`config.mk`:
```
export PLATFORM = sky130hd
export DESIGN_NAME = i281_instr_decoder_flat
export DESIGN_NICKNAME = d
export VERILOG_FILES = /design/src/rtl/i281_pkg.sv /design/src/rtl/i281_instr_decoder_if.sv /design/src/rtl/i281_op_onehot.sv /design/src/rtl/i281_instr_decoder.sv /design/src/flat_wrapper.sv
export SDC_FILE = /design/constraint.sdc
export NUM_CORES = 1
export LEC_CHECK = 0
export ABC_AREA = 1
export ABC_CLOCK_PERIOD_IN_PS = 4400
export BUFFER_PORTS_ARGS = -buffer_cell sky130_fd_sc_hd__clkbuf_2
export CAP_MARGIN = 5
export CORE_MARGIN = 4
export CORE_UTILIZATION = 45
export CTS_CLUSTER_SIZE = 30
export DETAILED_ROUTE_END_ITERATION = 12
export HOLD_SLACK_MARGIN = 0.15
export PLACE_DENSITY_LB_ADDON = 0.3
export RECOVER_POWER = 100
export SETUP_SLACK_MARGIN = 0.02
export SKIP_LAST_GASP = 1
export SLEW_MARGIN = 20
export SYNTH_ARGS = -nofsm -noshare
export SYNTH_HDL_FRONTEND = slang
export SYNTH_SLANG_ARGS = --single-unit
```
`constraint.sdc`:
```
create_clock -name clk -period 4.4 [get_ports clk]
set_input_delay 0.88 -clock clk [delete_from_list [all_inputs] [get_ports clk]]
set_output_delay 0.88 -clock clk [all_outputs]
set_load 0.02 [all_outputs]
```
`src/rtl/i281_pkg.sv`:
```
// i281_pkg: shared constants and types for the i281 instruction decoder.
//   - opcode nibble values (instr[15:12]) and sub-op codes (instr[9:8])
//   - bit positions of the one-hot operation field op[22:0]
//   - INSTR_W / OP_W widths and the buffered entry record
package i281_pkg;

  localparam int INSTR_W  = 16;
  localparam int OP_W     = 27;
  localparam int ONEHOT_W = 23;
  localparam int IMM_W    = 8;
  localparam int PC_W     = 6;

  typedef enum logic [3:0] {
    OPC_NOOP   = 4'h0,
    OPC_INPUT  = 4'h1,
    OPC_MOVE   = 4'h2,
    OPC_LOADI  = 4'h3,
    OPC_ADD    = 4'h4,
    OPC_ADDI   = 4'h5,
    OPC_SUB    = 4'h6,
    OPC_SUBI   = 4'h7,
    OPC_LOAD   = 4'h8,
    OPC_LOADF  = 4'h9,
    OPC_STORE  = 4'hA,
    OPC_STOREF = 4'hB,
    OPC_SHIFT  = 4'hC,
    OPC_CMP    = 4'hD,
    OPC_JUMP   = 4'hE,
    OPC_BRANCH = 4'hF
  } opcode_e;

  // Sub-op codes carried in instr[9:8].
  typedef enum logic [1:0] {SUB_IN_C, SUB_IN_CF, SUB_IN_D, SUB_IN_DF} input_sub_e;
  typedef enum logic [1:0] {SUB_BR_E, SUB_BR_NE, SUB_BR_G, SUB_BR_GE} branch_sub_e;

  // Bit index of each operation inside op[22:0].
  localparam logic [4:0] OP_NOOP    = 5'd0;
  localparam logic [4:0] OP_INPUTC  = 5'd1;
  localparam logic [4:0] OP_INPUTCF = 5'd2;
  localparam logic [4:0] OP_INPUTD  = 5'd3;
  localparam logic [4:0] OP_INPUTDF = 5'd4;
  localparam logic [4:0] OP_MOVE    = 5'd5;
  localparam logic [4:0] OP_LOADI   = 5'd6;
  localparam logic [4:0] OP_ADD     = 5'd7;
  localparam logic [4:0] OP_ADDI    = 5'd8;
  localparam logic [4:0] OP_SUB     = 5'd9;
  localparam logic [4:0] OP_SUBI    = 5'd10;
  localparam logic [4:0] OP_LOAD    = 5'd11;
  localparam logic [4:0] OP_LOADF   = 5'd12;
  localparam logic [4:0] OP_STORE   = 5'd13;
  localparam logic [4:0] OP_STOREF  = 5'd14;
  localparam logic [4:0] OP_SHIFTL  = 5'd15;
  localparam logic [4:0] OP_SHIFTR  = 5'd16;
  localparam logic [4:0] OP_CMP     = 5'd17;
  localparam logic [4:0] OP_JUMP    = 5'd18;
  localparam logic [4:0] OP_BRE     = 5'd19;
  localparam logic [4:0] OP_BRNE    = 5'd20;
  localparam logic [4:0] OP_BRG     = 5'd21;
  localparam logic [4:0] OP_BRGE    = 5'd22;

  // One decoded instruction as held in the main / skid registers.
  typedef struct packed {
    logic [OP_W-1:0]  op;
    logic [IMM_W-1:0] imm;
    logic [PC_W-1:0]  pc;
  } dec_entry_t;

endpackage

```
`src/rtl/i281_instr_decoder_if.sv`:
```
// i281_instr_decoder_if: fetch-side and control-side handshake bundle.
//   fetch side  : in_valid, in_ready, instr_in[15:0], pc_in[5:0], flush
//   control side: out_valid, out_ready, op_out[26:0], imm_out[7:0], pc_out[5:0]
// Modports: slave = the decoder, master = the surrounding pipeline.
interface i281_instr_decoder_if;
  import i281_pkg::*;

  logic               in_valid;
  logic               in_ready;
  logic [INSTR_W-1:0] instr_in;
  logic [PC_W-1:0]    pc_in;
  logic               flush;
  logic               out_valid;
  logic               out_ready;
  logic [OP_W-1:0]    op_out;
  logic [IMM_W-1:0]   imm_out;
  logic [PC_W-1:0]    pc_out;

  modport slave (
    input  in_valid, instr_in, pc_in, flush, out_ready,
    output in_ready, out_valid, op_out, imm_out, pc_out
  );

  modport master (
    output in_valid, instr_in, pc_in, flush, out_ready,
    input  in_ready, out_valid, op_out, imm_out, pc_out
  );

endinterface

```
`src/rtl/i281_op_onehot.sv`:
```
// i281_op_onehot: combinational instruction decode.
//   instr[15:0] -> op[26:0] = {instr[11:10], instr[9:8], one-hot[22:0]}
// The register fields are copied for every opcode, even where [9:8]
// is a sub-op selector rather than RY.
module i281_op_onehot
  import i281_pkg::*;
(
  input  logic [INSTR_W-1:0] instr,
  output logic [OP_W-1:0]    op
);

  logic [4:0] bit_idx;

  // NOTE: every variable written in always_comb gets a default first so no
  // path leaves it unassigned, which would infer a latch.
  always_comb begin
    bit_idx = OP_NOOP;
    case (opcode_e'(instr[15:12]))
      OPC_NOOP:   bit_idx = OP_NOOP;
      OPC_INPUT:
        case (input_sub_e'(instr[9:8]))
          SUB_IN_C:  bit_idx = OP_INPUTC;
          SUB_IN_CF: bit_idx = OP_INPUTCF;
          SUB_IN_D:  bit_idx = OP_INPUTD;
          SUB_IN_DF: bit_idx = OP_INPUTDF;
          default:   bit_idx = OP_INPUTC;
        endcase
      OPC_MOVE:   bit_idx = OP_MOVE;
      OPC_LOADI:  bit_idx = OP_LOADI;
      OPC_ADD:    bit_idx = OP_ADD;
      OPC_ADDI:   bit_idx = OP_ADDI;
      OPC_SUB:    bit_idx = OP_SUB;
      OPC_SUBI:   bit_idx = OP_SUBI;
      OPC_LOAD:   bit_idx = OP_LOAD;
      OPC_LOADF:  bit_idx = OP_LOADF;
      OPC_STORE:  bit_idx = OP_STORE;
      OPC_STOREF: bit_idx = OP_STOREF;
      // Shift direction only looks at bit 8; bit 9 is don't-care.
      OPC_SHIFT:  bit_idx = instr[8] ? OP_SHIFTR : OP_SHIFTL;
      OPC_CMP:    bit_idx = OP_CMP;
      OPC_JUMP:   bit_idx = OP_JUMP;
      OPC_BRANCH:
        case (branch_sub_e'(instr[9:8]))
          SUB_BR_E:  bit_idx = OP_BRE;
          SUB_BR_NE: bit_idx = OP_BRNE;
          SUB_BR_G:  bit_idx = OP_BRG;
          SUB_BR_GE: bit_idx = OP_BRGE;
          default:   bit_idx = OP_BRE;
        endcase
      default:    bit_idx = OP_NOOP;
    endcase
  end

  assign op = {instr[11:8], ONEHOT_W'(1) << bit_idx};

endmodule

```
`src/rtl/i281_instr_decoder.sv`:
```
// i281_instr_decoder: registered i281 instruction decoder with a two-entry
// skid buffer between instruction fetch and the control logic.
//   clk, rst_n  : clock, asynchronous active-low reset
//   dec (slave) : in_valid/in_ready/instr_in/pc_in/flush from fetch,
//                 out_valid/out_ready/op_out/imm_out/pc_out to control
//   instr_count, stall_count : 16-bit saturating statistics, present only
//                 when I281_DECODE_STATS_EN is defined
// Decode happens before the buffer, so M and S hold finished entries.
// M drives the outputs directly; S catches the word accepted on the cycle
// in_ready is still high while M is stalled. in_ready is a register equal
// to ~S_valid, so an accept can never arrive while S is occupied.
module i281_instr_decoder
  import i281_pkg::*;
(
  input  logic                  clk,
  input  logic                  rst_n,
  i281_instr_decoder_if.slave   dec
`ifdef I281_DECODE_STATS_EN
  ,
  output logic [15:0]           instr_count,
  output logic [15:0]           stall_count
`endif
);

  logic [OP_W-1:0] in_op;
  dec_entry_t      in_entry;
  dec_entry_t      m_q;
  dec_entry_t      s_q;
  logic            m_valid_q;
  logic            s_valid_q;
  logic            in_ready_q;

  logic            accept;
  logic            drain;
  logic            m_free;
  logic            m_valid_d;
  logic            s_valid_d;
  logic            load_m_in;
  logic            load_m_s;
  logic            load_s;

  i281_op_onehot u_onehot (
    .instr (dec.instr_in),
    .op    (in_op)
  );

  assign in_entry = '{op: in_op, imm: dec.instr_in[7:0], pc: dec.pc_in};

  assign accept = dec.in_valid & in_ready_q;
  assign drain  = m_valid_q & dec.out_ready;
  assign m_free = ~m_valid_q | drain;

  // Buffer steering. Flush wins over everything; a word accepted on the
  // flush cycle is simply never loaded.
  always_comb begin
    m_valid_d = m_valid_q;
    s_valid_d = s_valid_q;
    load_m_in = 1'b0;
    load_m_s  = 1'b0;
    load_s    = 1'b0;
    if (dec.flush) begin
      m_valid_d = 1'b0;
      s_valid_d = 1'b0;
    end else if (m_free) begin
      if (s_valid_q) begin
        load_m_s  = 1'b1;
        m_valid_d = 1'b1;
        s_valid_d = 1'b0;
      end else if (accept) begin
        load_m_in = 1'b1;
        m_valid_d = 1'b1;
      end else begin
        m_valid_d = 1'b0;
      end
    end else if (accept) begin
      load_s    = 1'b1;
      s_valid_d = 1'b1;
    end
  end

  // NOTE: sequential state uses non-blocking assignments so every register
  // samples the pre-edge values, independent of statement order.
  // NOTE: the data registers are reset too, because op_out/imm_out/pc_out
  // must read zero out of reset, not just be qualified by out_valid.
  always_ff @(posedge clk or negedge rst_n) begin
    if (!rst_n) begin
      m_valid_q  <= 1'b0;
      s_valid_q  <= 1'b0;
      in_ready_q <= 1'b1;
      m_q        <= '0;
      s_q        <= '0;
    end else begin
      m_valid_q  <= m_valid_d;
      s_valid_q  <= s_valid_d;
      in_ready_q <= ~s_valid_d;
      if (load_m_in) begin
        m_q <= in_entry;
      end else if (load_m_s) begin
        m_q <= s_q;
      end
      if (load_s) begin
        s_q <= in_entry;
      end
    end
  end

  assign dec.in_ready  = in_ready_q;
  assign dec.out_valid = m_valid_q;
  assign dec.op_out    = m_q.op;
  assign dec.imm_out   = m_q.imm;
  assign dec.pc_out    = m_q.pc;

`ifdef I281_DECODE_STATS_EN
  // Counts are taken from the registered outputs, so a handshake on a
  // flush cycle still counts as consumed.
  always_ff @(posedge clk or negedge rst_n) begin
    if (!rst_n) begin
      instr_count <= '0;
      stall_count <= '0;
    end else begin
      if (m_valid_q && dec.out_ready && (instr_count != 16'hFFFF)) begin
        instr_count <= instr_count + 16'd1;
      end
      if (m_valid_q && !dec.out_ready && (stall_count != 16'hFFFF)) begin
        stall_count <= stall_count + 16'd1;
      end
    end
  end
`endif

endmodule

```
`src/flat_wrapper.sv`:
```
// flat-port wrapper written by rule: the top's interface ports become plain ports
module i281_instr_decoder_flat import i281_pkg::*;
  (clk, rst_n, dec_in_valid, dec_instr_in, dec_pc_in, dec_flush, dec_out_ready, dec_in_ready, dec_out_valid, dec_op_out, dec_imm_out, dec_pc_out);
  i281_instr_decoder_if dec_i ();
  input  logic clk;
  input  logic rst_n;
  input wire logic [$bits(dec_i.in_valid)-1:0] dec_in_valid;
  input wire logic [$bits(dec_i.instr_in)-1:0] dec_instr_in;
  input wire logic [$bits(dec_i.pc_in)-1:0] dec_pc_in;
  input wire logic [$bits(dec_i.flush)-1:0] dec_flush;
  input wire logic [$bits(dec_i.out_ready)-1:0] dec_out_ready;
  output wire logic [$bits(dec_i.in_ready)-1:0] dec_in_ready;
  output wire logic [$bits(dec_i.out_valid)-1:0] dec_out_valid;
  output wire logic [$bits(dec_i.op_out)-1:0] dec_op_out;
  output wire logic [$bits(dec_i.imm_out)-1:0] dec_imm_out;
  output wire logic [$bits(dec_i.pc_out)-1:0] dec_pc_out;
  assign dec_i.in_valid = dec_in_valid;
  assign dec_i.instr_in = dec_instr_in;
  assign dec_i.pc_in = dec_pc_in;
  assign dec_i.flush = dec_flush;
  assign dec_i.out_ready = dec_out_ready;
  assign dec_in_ready = dec_i.in_ready;
  assign dec_out_valid = dec_i.out_valid;
  assign dec_op_out = dec_i.op_out;
  assign dec_imm_out = dec_i.imm_out;
  assign dec_pc_out = dec_i.pc_out;
  i281_instr_decoder u_core (.clk(clk), .rst_n(rst_n), .dec(dec_i));
endmodule
```
==> results.md, run 1 <==
Run status:
- The run finished, with violations left.
- The final reports fail on max-capacitance violations, max-slew violations.

STA:
- The setup skew after layout is 0.0144 ns.
- The minimum clock period after layout is 3.23 ns.
- For the final routed database, the setup TNS stands at 0 ns.
- For this run, the top clock speed supported by timing is 0.310 GHz.
- In the finished design, the share of the clock period the worst path needs comes to 0.733.
- The worst-margin pin slew is 2.38 ns.
- Setup repair after global routing left no endpoint under its margin.
- The number of hold-slack violations in the final timing report came to 0.
- The max-slew violation count is 89.
- The setup-violating endpoint count in the final report is 0.
- The normalized max-slew margin is -0.585.

Synthesis:
- The parity-gate share of the synthesized area counting xor and xnor cells is 0.
- After synthesis, the share of cell area in mux cells is 0.
- Ranked by instance count, the synthesized netlist is headed by sky130_fd_sc_hd__nand2_1 (188), sky130_fd_sc_hd__dfrtp_1 (84), sky130_fd_sc_hd__nor2_1 (71), sky130_fd_sc_hd__a21oi_1 (39), sky130_fd_sc_hd__o21ai_0 (24).
- The post-synthesis cell type count is 27.
- The number of warnings reported in the yosys synthesis log is 0.
- Of the synthesized area, sequential elements account for 0.525.
- By area, the combinational part of the netlist is dominated by simple AND/OR/NAND/NOR gates.
- The share of the synthesized area in compound gates (AO/OA/AOI/OAI) is 0.102.
- Counting every net in the synthesized netlist gives 548.
- The post-synthesis share of cell area spent on and, or, nand and nor gates is 0.311.
- Of all flip-flops after synthesis, the portion carrying an async set or reset was 1.00.
- The arithmetic-cell share of the synthesized area counting full adders, half adders and majority gates is 0.00927.
- The post-synthesis instance area is 4050 µm².
- For this run, the leading register cell type out of synthesis is sky130_fd_sc_hd__dfrtp_1.
- The top-area cell type share of the netlist area is 0.519.
- In the post-synthesis netlist, the biggest area contributors are sky130_fd_sc_hd__dfrtp_1 (52%), sky130_fd_sc_hd__nand2_1 (17%), sky130_fd_sc_hd__nor2_1 (6.6%).
- Synthesis produced a netlist whose cell count is 518.
- The synthesized area per cell is 7.82 µm².
- The cell accounting for the most synthesized area is sky130_fd_sc_hd__dfrtp_1.
- In this run, synthesis inferred 0 flip-flops with an integrated enable.
- The cell with the most instances after synthesis is sky130_fd_sc_hd__nand2_1.
- After synthesis the netlist holds a flip-flop and latch count of 85.

CTS:
- The number of post-CTS setup repair buffers is 0.
- The clock buffer count from CTS is 9.
- The tree is rooted in a sky130_fd_sc_hd__clkbuf_8.
- In this run the number of H-tree levels came out at 3.
- The later pin in the worst-skew pair is clocked with a latency of 0.35 ns.
- Hold repair after CTS inserted 0 buffers.
- TritonCTS built the clock tree.
- CTS saw 85 sinks.
- The maximum buffer depth of the clock tree is 2.
- The register clock-pin slew on the reported worst setup and hold paths is 0.08 ns.
- Once the clock tree was built, the resizer swapped 0 gates to a different size.

Critical path:
- The cell seen most often among critical-path stages is sky130_fd_sc_hd__nand2_1.
- Broken down by cell family, the worst path's largest delay share belongs to buffers and inverters.
- On the critical path, the stage with the largest delay is an instance of sky130_fd_sc_hd__clkbuf_1.
- In this design, the stage delay of the slowest critical-path cell is 1.72 ns.
- The nature of the critical path endpoint is a register.
- The category of the worst setup path launch point is an input port.
- The critical path class is input port to register.
- The required time of the worst setup path is 4.64 ns.
- The data arrival time of the worst path is 3.46 ns.
- The signal on the critical path passes through clkbuf_2 > nand2_1 > inv_1 > o21ai_0 > clkbuf_1 > nor2_1 > nand2_1 > nand2_1.
- In this run the worst path has a maximum fanout of 55.
- Together, buffers and inverters on the worst path number 3.

Die:
- The vertical die dimension is 103 µm.
- The die is 103 µm wide.
- The number of cell rows is 34.
- In this run the count of I/O pins placed on the die edge is 70.
- The core region area is 8720 µm².
- The die covers 10600 µm².
- The effective utilization at floorplan is 0.464.

Global routing:
- The number of global-route vias before repair is 3445.
- The total routing usage reported by global routing is 0.189.
- The initial antenna violation count is 0.
- The global route total overflow is 0.
- The first global-routing pass estimated 15900 µm of wire.
- Entering global routing, the biggest net connects 56 pins.

Power:
- The total power after layout is 2000 µW.
- The maximum VDD drop is 0.000202 V.
- For this design the ratio of total power to cell area is 434 nW/µm².
- The analysis attributes to cell leakage a power of 0.00232 µW.

Detailed routing:
- The detail route stage leaves a number of antenna-violating nets equal to 0.
- The aggregate routed wire length is 9250 µm.
- For this run, design rule violations remaining after detail routing come to 0.
- The detailed router finished its first iteration with 176 violations.
- After detailed routing, the average wire length per cell comes to 13.4 µm.
- In the routed layout, each cell is associated on average with a via count of 5.03.
- The final route contains 3475 vias.
- The first detailed-routing pass took 4 iterations.

Place:
- The detailed placement HPWL is 6260 µm.
- The number of buffer cells added on primary ports is 69.
- The congestion estimate from routability-driven global placement came to 0.807.

Layout:
- Relative to the synthesized area, the layout overhead comes to 13.6%.
- 0 antenna diodes ended up in the layout.
- The final layout contains 608 nets.
- After filler insertion, the fill cell instance count of the layout stands at 857.
- Of the cells placed in the final design, the portion with a size suffix greater than 1 is 0.120.

Min path:
- The class of the most critical hold timing path is register to register.

Job:
- The tool flagged a number of max-cap violations equal to 2.
## cell type report
| class | count | area, µm² | share of cell area |
|---|---|---|---|
| multi-input combinational | 381 | 1710 | 0.371 |
| clock inverter | 6 | 72.6 | 0.0158 |
| inverter | 28 | 108 | 0.0234 |
| timing repair buffer | 73 | 312 | 0.0677 |
| sequential | 85 | 2130 | 0.462 |
| tap | 108 | 135 | 0.0294 |
| clock buffer | 10 | 138 | 0.0299 |
## path summary, 6_finish.rpt
kind,slack [ns],to,cells past startpoint,start
max,1.17,u_core.dec.op_out[19],8,dec_in_valid
min,0.48,u_core.s_q[30],2,u_core.s_q[30]
max reg2reg,1.40,u_core.dec.op_out[19],7,u_core.dec.in_ready
min reg2reg,0.48,u_core.s_q[30],2,u_core.s_q[30]
max in group asynchronous,1.81,u_core.s_q[16],2,rst_n
min in group asynchronous,0.57,u_core.dec.pc_out[3],1,rst_n
## cells in the final DEF, fill, tap and decap left out
cell,instances
sky130_fd_sc_hd__nand2_1,188
sky130_fd_sc_hd__clkinv_1,2
sky130_fd_sc_hd__buf_4,2
sky130_fd_sc_hd__clkbuf_1,47
sky130_fd_sc_hd__nand4_1,6
sky130_fd_sc_hd__clkinv_4,4
sky130_fd_sc_hd__inv_1,22
sky130_fd_sc_hd__nor2_4,3
sky130_fd_sc_hd__nand3_1,9
sky130_fd_sc_hd__clkbuf_2,24
sky130_fd_sc_hd__nor3_4,1
sky130_fd_sc_hd__clkbuf_8,10
sky130_fd_sc_hd__o21ai_0,40
sky130_fd_sc_hd__nor2_2,6
sky130_fd_sc_hd__a21oi_2,2
sky130_fd_sc_hd__clkinvlp_4,1
sky130_fd_sc_hd__or2_2,1
sky130_fd_sc_hd__nand3_4,1
sky130_fd_sc_hd__inv_4,1
sky130_fd_sc_hd__dfstp_2,1
sky130_fd_sc_hd__nand2_4,3
sky130_fd_sc_hd__nand3_2,3
sky130_fd_sc_hd__inv_2,3
sky130_fd_sc_hd__a21oi_1,39
sky130_fd_sc_hd__bufinv_16,1
sky130_fd_sc_hd__nor3_1,2
sky130_fd_sc_hd__nor2_1,71
sky130_fd_sc_hd__ha_1,3
sky130_fd_sc_hd__nand2_2,3
sky130_fd_sc_hd__dfrtp_1,84
## logic make-up (layout without fill, tap and decap cells)
kind of cell               count (synthesis)  count (layout)
and+or+nand+nor                          297             297
DFF                                       85              85
AOI/OAI and AO/OA                         81              81
buffers and inverters                     52             117
adders and majority gates                  3               3
## routing by layer
metal / share of wire / track usage / vias to the layer above
met3: 0.042 / 0.0325 / 13
met2: 0.49 / 0.313 / 74
li1: - / - / 1754
met4: 0.015 / 0.0787 / 0
met5: 0 / 0 / -
met1: 0.45 / 0.245 / 1634
## flip-flops by register name (all words and copies together), names as in the netlist
signal	flops
u_core.dec.imm_out	8
u_core.dec.in_ready	1
u_core.dec.op_out	27
u_core.dec.out_valid	1
u_core.dec.pc_out	6
u_core.s_q	41
u_core.s_valid_q	1
## through the flow
step                      setup slack [ns]   util  hold WS [ns]  instance area, µm²  std cells
after CTS                             1.86  0.537         0.474                4680        691
after global routing                 0.881  0.528         0.498                4600        691
after global placement                1.49  0.512         0.452                4470        675
after floorplan                       2.21      -         0.437                4050        518
final                                 1.17  0.528         0.475                4600        691
after detailed placement              1.49  0.512         0.454                4470        675
## where the power goes
part / total (µW) / internal, µW / switching, µW
clock network: 571 / 282 / 289
logic: 438 / 130 / 308
registers: 990 / 916 / 74.3
## tightest hold or removal path: stages, from the launching register on
cell and delay [ns]:
sky130_fd_sc_hd__dfrtp_1 0.35, sky130_fd_sc_hd__nand2_1 0.05, sky130_fd_sc_hd__nand2_1 0.05
No activity file was read; power rests on OpenSTA's default activity.
==> run 2, diff against run 1 <==
--- a/config.mk
+++ b/config.mk
@@ -5,8 +5,8 @@
 export SDC_FILE = /design/constraint.sdc
 export NUM_CORES = 1
 export LEC_CHECK = 0
-export ABC_AREA = 1
-export ABC_CLOCK_PERIOD_IN_PS = 4400
+export ABC_AREA = 0
+export ABC_CLOCK_PERIOD_IN_PS = 3000
 export BUFFER_PORTS_ARGS = -buffer_cell sky130_fd_sc_hd__clkbuf_2
 export CAP_MARGIN = 5
 export CORE_MARGIN = 4
==> constraint.sdc (replaced) <==
create_clock -name clk -period 3 [get_ports clk]
set_input_delay 0.6 -clock clk [delete_from_list [all_inputs] [get_ports clk]]
set_output_delay 0.6 -clock clk [all_outputs]
set_load 0.02 [all_outputs]
==> run 2 against run 1 <==
The run now ends clean. Register-to-register slack worse by 0.65 ns. Clock power up 42%. Critical endpoint is now u_core.dec.op_out[5]. Area after synthesis down 4.2%. Sequential share of layout area up 1.9 points. Critical path depth down 2. Cell area down 4.0%. Routed wire length down 6.3%. Worst setup slack worse by 0.42 ns. Utilization up 0.48 points. Sequential power up 45%. Non-clock buffer count up 7.
==> results.md, run 2 <==
Global routing:
- The number of global-route vias before repair is 2942 (-15%).
- The global-route wire length before repair came to 14400 µm (-9.0%).
- The initial antenna violation count was 0 (unchanged).
- The global route total overflow is 0 (unchanged).
- The pin count of the biggest net entering global routing was 45 (-20%).
- The total routing usage reported by global routing is 0.178 (-0.0108).

Synthesis:
- The number of warnings reported in the yosys synthesis log was 0 (unchanged).
- By area the synthesized netlist is led by sky130_fd_sc_hd__dfrtp_1 (54%), sky130_fd_sc_hd__nand2_1 (12%), sky130_fd_sc_hd__o21ai_0 (7.5%).
- The flip-flop and latch count after synthesis was 85 (unchanged).
- Sorting the synthesized cells by how often they occur yields sky130_fd_sc_hd__nand2_1 (128), sky130_fd_sc_hd__dfrtp_1 (84), sky130_fd_sc_hd__o21ai_0 (58), sky130_fd_sc_hd__clkbuf_1 (18), sky130_fd_sc_hd__o31ai_1 (18).
- The gate count of the mapped netlist is 419 (-19%).
- The top-area cell type share of the netlist area is 0.542 (+0.0229).
- The async set or reset register ratio after synthesis is 1.00 (unchanged).
- The synthesized area per cell was 9.26 µm² (+18%).
- In the synthesized netlist the dominant register cell turns out to be sky130_fd_sc_hd__dfrtp_1.
- Yosys instantiated no cell more often than sky130_fd_sc_hd__nand2_1.
- The post-synthesis cell type count is 42 (+56%).
- The number of enable flip-flop cells after synthesis came to 0 (unchanged).
- The portion of the post-synthesis area used by sequential elements came to 0.549 (+0.0232).
- The number of nets produced by synthesis was 449 (-18%).
- The post-synthesis instance area is 3880 µm² (-4.2%).
- Of all cell types, the one taking the most synthesized area is sky130_fd_sc_hd__dfrtp_1.

Detailed routing:
- The detailed-route via count came to 3108 (-11%).
- The mean routed wirelength per cell is 14.6 µm (+9.4%).
- The met3 wirelength from detailed routing is 409 µm (+5.7%).
- The length of routed wiring on met1 is 4080 µm (-2.3%).
- The post-detailed-route via-to-cell ratio is 5.25 (+4.4%).
- Routed signal wires occupy layers up through met4.
- The aggregate routed wire length is 8670 µm (-6.3%).
- The length of routed met2 wiring is 4120 µm (-9.3%).
- The final antenna-violating net count was 0 (unchanged).
- The number of DRC violations after detailed-routing iteration 0 was 87 (-51%).
- The total iterations of the first detailed-routing run is 4 (unchanged).
- The remaining design rule violation count came to 0 (unchanged).

Critical path:
- The required time of the worst setup path is 3.22 ns (-1.42 ns).
- The data arrival time of the worst path came to 2.47 ns (-0.99 ns).
- The worst setup path is launched from a register.
- The worst setup path is captured at a register.
- The register-to-register setup slack is 0.75 ns (-0.65 ns).
- The setup path with the least slack is of type register to register.
- The critical-path maximum fanout is 30 (-45%).

CTS:
- The number of post-CTS setup repair buffers came to 0 (unchanged).
- The clock buffer count from CTS was 9 (unchanged).
- The hold buffer count at cts came to 0 (unchanged).
- The clock tree from TritonCTS is built.
- The latest clock arrival within the worst-skew pair is 0.34 ns (about the same).
- The clock tree root driver cell is sky130_fd_sc_hd__clkbuf_8.
- The number of gates resized after CTS was 0 (unchanged).
- The maximum buffer depth of the clock tree came to 2 (unchanged).
- The clock sink total came to 85 (unchanged).
- The number of H-tree levels came to 3 (unchanged).
- The register clock-pin slew on the reported worst setup and hold paths came to 0.08 ns (about the same).

Die:
- The core region area is 8300 µm² (-4.8%).
- The number of cell rows came to 33 (-2.9%).
- The vertical die dimension is 101 µm (-2.0%).
- The number of ports placed on the die boundary is 70 (unchanged).
- The area enclosed by the die boundary is 10200 µm² (-3.9%).
- The x dimension of the die came to 101 µm (-2.0%).
- The effective utilization at floorplan is 0.467 (+0.00294).

STA:
- The setup-violating endpoint count in the final report is 0 (unchanged).
- Setup repair after global routing left no endpoint under its margin.
- The normalized max-slew margin is 0.176 (+0.761).
- The worst hold margin is 0.460 ns (-0.0148 ns).
- For this run, the top clock speed supported by timing is 0.445 GHz.
- The final cycle utilization of the critical path is 0.749.
- The total negative setup slack is 0 ns (unchanged).
- The max-slew violation count came to 0 (-100%).
- The number of hold-slack violations in the final timing report is 0 (unchanged).
- After layout, the minimum clock period comes to 2.25 ns.
- The worst-margin pin slew was 1.24 ns (-1.14 ns).
- The post-route worst setup slack came to 0.753 ns (-0.421 ns).
- The setup skew after layout is 0.00909 ns (-0.00535 ns).

Layout:
- The number of flip-flops in the largest register is 41 (unchanged).
- The final core area utilization is 0.532 (+0.00480).
- The area growth from synthesis to layout is 13.9%.
- The filler cell count in the final layout was 792 (-7.6%).
- The count of nets after finishing came to 512 (-16%).
- The proportion of layout cells with a drive suffix above 1 is 0.109 (-0.0112).
- The number of inserted diodes is 0 (unchanged).
- The library cell used most frequently in the layout, excluding fill and tap cells, is sky130_fd_sc_hd__nand2_1.
- The library cells used most frequently in the layout, excluding fill and tap cells, are sky130_fd_sc_hd__nand2_1 (128), sky130_fd_sc_hd__dfrtp_1 (84), sky130_fd_sc_hd__o21ai_0 (58), sky130_fd_sc_hd__clkbuf_1 (50), sky130_fd_sc_hd__clkbuf_2 (27).
- More flip-flops sit in one register than any other, and that register is u_core.s_q.

Power:
- The maximum VDD drop is 0.000260 V (+29%).
- The static leakage power is 0.00218 µW (-5.9%).
- The power per standard cell area is 647 nW/µm² (+49%).

Min path:
- The path class of the tightest hold or removal check is input port to asynchronous set/reset pin.

Place:
- The number of buffer cells added on primary ports is 69 (unchanged).
- The detailed placement HPWL came to 6180 µm (-1.3%).
- The setup slack at placement was 0.604 ns (-0.888 ns).
- The last weighted congestion value of the routability-driven placer is 0.836 (+3.6%).

Job:
- The number of max-cap violations is 0 (-2).

Run status:
- The run finished with clean final reports.
[run 2: metal layers]
layer  up-vias  global-route usage
met4         0              0.0518
li1       1551                   -
met2        63               0.276
met5         -                   0
met3         8              0.0346
met1      1486               0.254
[run 2: kinds of logic (layout without fill, tap and decap cells)]
group,count (synthesis),in the layout,synth area share
AOI/OAI and AO/OA,111,111,0.176
adders and majority gates,3,3,0.00968
buffers and inverters,33,101,0.0387
DFF,85,85,0.549
muxes,18,18,0.0471
and+or+nand+nor,169,169,0.180
[run 2: path summary, 6_finish.rpt]
path,startpoint,to,depth (start not counted)
setup / recovery,u_core.s_valid_q,u_core.dec.op_out[5],6
hold / removal,rst_n,u_core.s_q[12],1
setup reg to reg,u_core.s_valid_q,u_core.dec.op_out[5],6
hold reg to reg,u_core.s_q[22],u_core.s_q[22],2
max in group asynchronous,rst_n,u_core.dec.op_out[15],2
min in group clk,dec_instr_in[0],u_core.s_q[6],3
[run 2: area by class of cell]
class / instances / area [µm²] / share of cell area
Tap cell: 105 / 131 / 0.0297
Timing Repair Buffer: 80 / 345 / 0.0781
Clock inverter: 6 / 62.6 / 0.0142
Sequential cell: 85 / 2130 / 0.482
Inverter: 5 / 18.8 / 0.00425
Multi-Input combinational cell: 301 / 1600 / 0.361
Clock buffer: 10 / 138 / 0.0311
[run 2: worst max-delay path, stage by stage (launching register included)]
cell and delay [ns]:
sky130_fd_sc_hd__dfrtp_1 0.42, sky130_fd_sc_hd__a21oi_1 0.16, sky130_fd_sc_hd__nor2_1 0.07, sky130_fd_sc_hd__nand2_1 0.67, sky130_fd_sc_hd__clkbuf_2 0.53, sky130_fd_sc_hd__a21oi_1 0.08
sky130_fd_sc_hd__a22o_1 0.19
[run 2: stage by stage]
stage / power (µW) / std cells / area, µm²
final: 2860 / 592 / 4420
after global routing: 3020 / 592 / 4420
after CTS: 2930 / 592 / 4520
after detailed placement: 2120 / 576 / 4320
after global placement: 2100 / 576 / 4320
after floorplan: 1870 / 419 / 3880
[run 2: power by group]
part	internal [µW]	leakage, µW	switching, µW
combinational	191	0.000991	420
clock	407	0.000106	406
sequential	1340	0.00108	101
==> run 3, diff against run 2 <==
--- a/config.mk
+++ b/config.mk
@@ -6,7 +6,7 @@
 export NUM_CORES = 1
 export LEC_CHECK = 0
 export ABC_AREA = 0
-export ABC_CLOCK_PERIOD_IN_PS = 3000
+export ABC_CLOCK_PERIOD_IN_PS = 1900
 export BUFFER_PORTS_ARGS = -buffer_cell sky130_fd_sc_hd__clkbuf_2
 export CAP_MARGIN = 5
 export CORE_MARGIN = 4
==> constraint.sdc (replaced) <==
create_clock -name clk -period 1.9 [get_ports clk]
set_input_delay 0.38 -clock clk [delete_from_list [all_inputs] [get_ports clk]]
set_output_delay 0.38 -clock clk [all_outputs]
set_load 0.02 [all_outputs]
==> run 3 against run 2 <==
Cell area increased by 4.3%. Largest power group unchanged. Non-clock buffer count increased by 17. Cell count up 2.9%. Worst hold slack worse by 0.24 ns.
==> results.md, run 3 (same netlist as run 2, synthesis figures left out) <==
Run status:
- The flow ran to the end, and the final reports show no timing, DRC or antenna violations.

CTS:
- The register clock-pin slew on the reported worst setup and hold paths is 0.09 ns (about the same).
- The clock buffer count from CTS was 9 (unchanged).
- The number of post-CTS setup repair buffers is 0 (unchanged).
- The clock tree from TritonCTS is built.
- The clock sink total is 85 (unchanged).
- The number of H-tree levels is 3 (unchanged).
- The maximum buffer depth of the clock tree was 2 (unchanged).
- The clock tree root driver cell is sky130_fd_sc_hd__clkbuf_8.
- The latest clock arrival within the worst-skew pair is 0.35 ns (about the same).

Layout:
- The count of nets after finishing is 529 (+3.3%).
- The number of flip-flops in the largest register is 41 (unchanged).
- The proportion of layout cells with a drive suffix above 1 was 0.151 (+0.0420).
- The register name with the most flops is u_core.s_q.
- Leaving out fill and tap cells, the most frequent cell in the layout is sky130_fd_sc_hd__nand2_1.
- Leaving out fill and tap cells, the most frequent cells in the layout are sky130_fd_sc_hd__nand2_1 (126), sky130_fd_sc_hd__dfrtp_1 (84), sky130_fd_sc_hd__o21ai_0 (58), sky130_fd_sc_hd__clkbuf_1 (47), sky130_fd_sc_hd__clkbuf_2 (25).
- The number of inserted diodes is 0 (unchanged).
- From synthesis to final layout, the design area changed by 18.9%.
- The number of cells in the finished layout apart from fillers is 609 (+2.9%).
- The cell area after layout is 4610 µm² (+4.3%).
- The final core area utilization was 0.556 (+0.0231).

Die:
- The core region area is 8300 µm² (unchanged).
- The effective utilization at floorplan is 0.467 (unchanged).
- The vertical die dimension is 101 µm (unchanged).
- The area enclosed by the die boundary is 10200 µm² (unchanged).
- The number of ports placed on the die boundary is 70 (unchanged).
- The number of cell rows is 33 (unchanged).
- The x dimension of the die is 101 µm (unchanged).

Global routing:
- The total routing usage reported by global routing is 0.188 (+0.0103).
- The number of global-route vias before repair is 3119 (+6.0%).
- The global-route wire length before repair was 15200 µm (+5.1%).
- The initial antenna violation count is 0 (unchanged).
- The pin count of the biggest net entering global routing came to 51 (+13%).
- The global route total overflow is 0 (unchanged).

Detailed routing:
- The detailed-route via count came to 3198 (+2.9%).
- The final antenna-violating net count is 0 (unchanged).
- The mean routed wirelength per cell is 14.6 µm (-0.11%).
- The post-detailed-route via-to-cell ratio is 5.25 (about the same).
- The aggregate routed wire length is 8910 µm (+2.8%).
- The remaining design rule violation count is 0 (unchanged).
- The total iterations of the first detailed-routing run was 4 (unchanged).
- The number of DRC violations after detailed-routing iteration 0 is 130 (+49%).

STA:
- The max-slew violation count was 0 (unchanged).
- The final cycle utilization of the critical path is 0.941 (+0.192).
- The minimum clock period after layout came to 1.79 ns (-0.460 ns).
- Setup repair after global routing left no endpoint under its margin.
- The number of hold-slack violations in the final timing report is 0 (unchanged).
- The normalized max-slew margin is 0.409 (+0.232).
- The setup skew after layout is 0.0114 ns (+0.00231 ns).
- The worst-margin pin slew came to 0.887 ns (-0.349 ns).
- The setup-violating endpoint count in the final report is 0 (unchanged).
- The achievable frequency is 0.559 GHz (+26%).

Critical path:
- The peak per-stage delay on the critical path was 0.57 ns (-0.10 ns).
- The nature of the critical path endpoint is a register.
- The data arrival time of the worst path is 2.03 ns (-0.44 ns).
- Traced cell by cell, the critical path runs through nand2_2 > or4_4 > buf_8 > a31o_1 > a22o_1.
- The required time of the worst setup path was 2.15 ns (-1.07 ns).
- The worst setup path is launched from a register.
- The cell with the biggest individual delay on the critical path is sky130_fd_sc_hd__dfstp_1.
- The worst setup path is of the register to register kind.
- The critical-path maximum fanout is 20 (-33%).

Power:
- The maximum VDD drop is 0.000407 V (+56%).
- The power per standard cell area is 991 nW/µm² (+53%).
- The static leakage power is 0.00227 µW (+4.2%).
- The total power after layout is 4570 µW (+60%).

Place:
- The total instance count after detailed placement is 592 (+2.8%).
- The placed instance area is 4470 µm² (+3.7%).
- The detailed placement HPWL is 6300 µm (+2.1%).
- The last weighted congestion value of the routability-driven placer was 0.870 (+4.1%).
- The number of buffer cells added on primary ports was 69 (unchanged).

Job:
- The number of max-cap violations came to 0 (unchanged).

Min path:
- The class of the most critical hold timing path is input port to register.
[run 3: cell types whose count changed in the layout (fill, tap and decap cells not counted), moves of 2 or more]
cell,delta
sky130_fd_sc_hd__nand2_1,-2
sky130_fd_sc_hd__buf_4,+13
sky130_fd_sc_hd__clkbuf_4,+4
sky130_fd_sc_hd__clkbuf_2,-2
sky130_fd_sc_hd__nand2_2,+2
sky130_fd_sc_hd__buf_12,+3
sky130_fd_sc_hd__inv_6,+2
sky130_fd_sc_hd__clkbuf_1,-3
[run 3: final timing paths]
check / start / to / slack [ns] / cells after the start
worst min register to register: u_core.s_q[28] / u_core.s_q[28] / 0.48 / 2
max in group asynchronous: rst_n / u_core.dec.op_out[4] / 0.26 / 3
worst max register to register: u_core.dec.in_ready / u_core.dec.op_out[5] / 0.11 / 5
worst max-delay path: u_core.dec.in_ready / u_core.dec.op_out[5] / 0.11 / 5
min in group asynchronous: rst_n / u_core.s_q[0] / 0.65 / 2
worst min-delay path: dec_instr_in[3] / u_core.s_q[9] / 0.22 / 3
[run 3: power breakdown]
group	switching (µW)	internal (µW)
registers	160	2110
logic	671	342
clock network	670	614
total	1500	3070
[run 3: per-stage QoR]
stage / TNS (ns) / hold WS, ns / worst slack (ns)
global placement: -0.377 / 0.253 / -0.0620
CTS: 0 / 0.213 / 0.0500
detailed placement: -1.82 / 0.254 / -0.227
global route: 0 / 0.212 / 0.0149
finish: 0 / 0.220 / 0.112
floorplan: 0 / 0.0844 / 0.104
[run 3: layout make-up]
type	count	area, µm²
fill	779	3690
inverter	5	18.8
timing repair buffer	97	537
tap	105	131
clock buffer	9	124
multi-input combinational	301	1600
clock inverter	7	73.8
sequential	85	2130
[run 3: layer usage]
layer / vias to the layer above / GRT usage / share of wire
met5: - / 0 / 0
met3: 12 / 0.0450 / 0.050
met4: 0 / 0.0560 / 0.015
met2: 85 / 0.306 / 0.48
li1: 1584 / - / -
met1: 1517 / 0.250 / 0.45
[run 3: critical path: cells and delay by family, from the launching register on]
kind	cells	cell delay (ns)
buffers and inverters	1	0.18
AOI/OAI and AO/OA	2	0.42
DFF	1	0.57
and+or+nand+nor	2	0.52
[run 3: what timing repair did]
| action | CTS | global route |
|---|---|---|
| setup endpoints to repair | 0 | 2 |
| hold buffers | 1 | 0 |
| gates resized for setup | 0 | 4 |
| hold endpoints to repair | 13 | 0 |
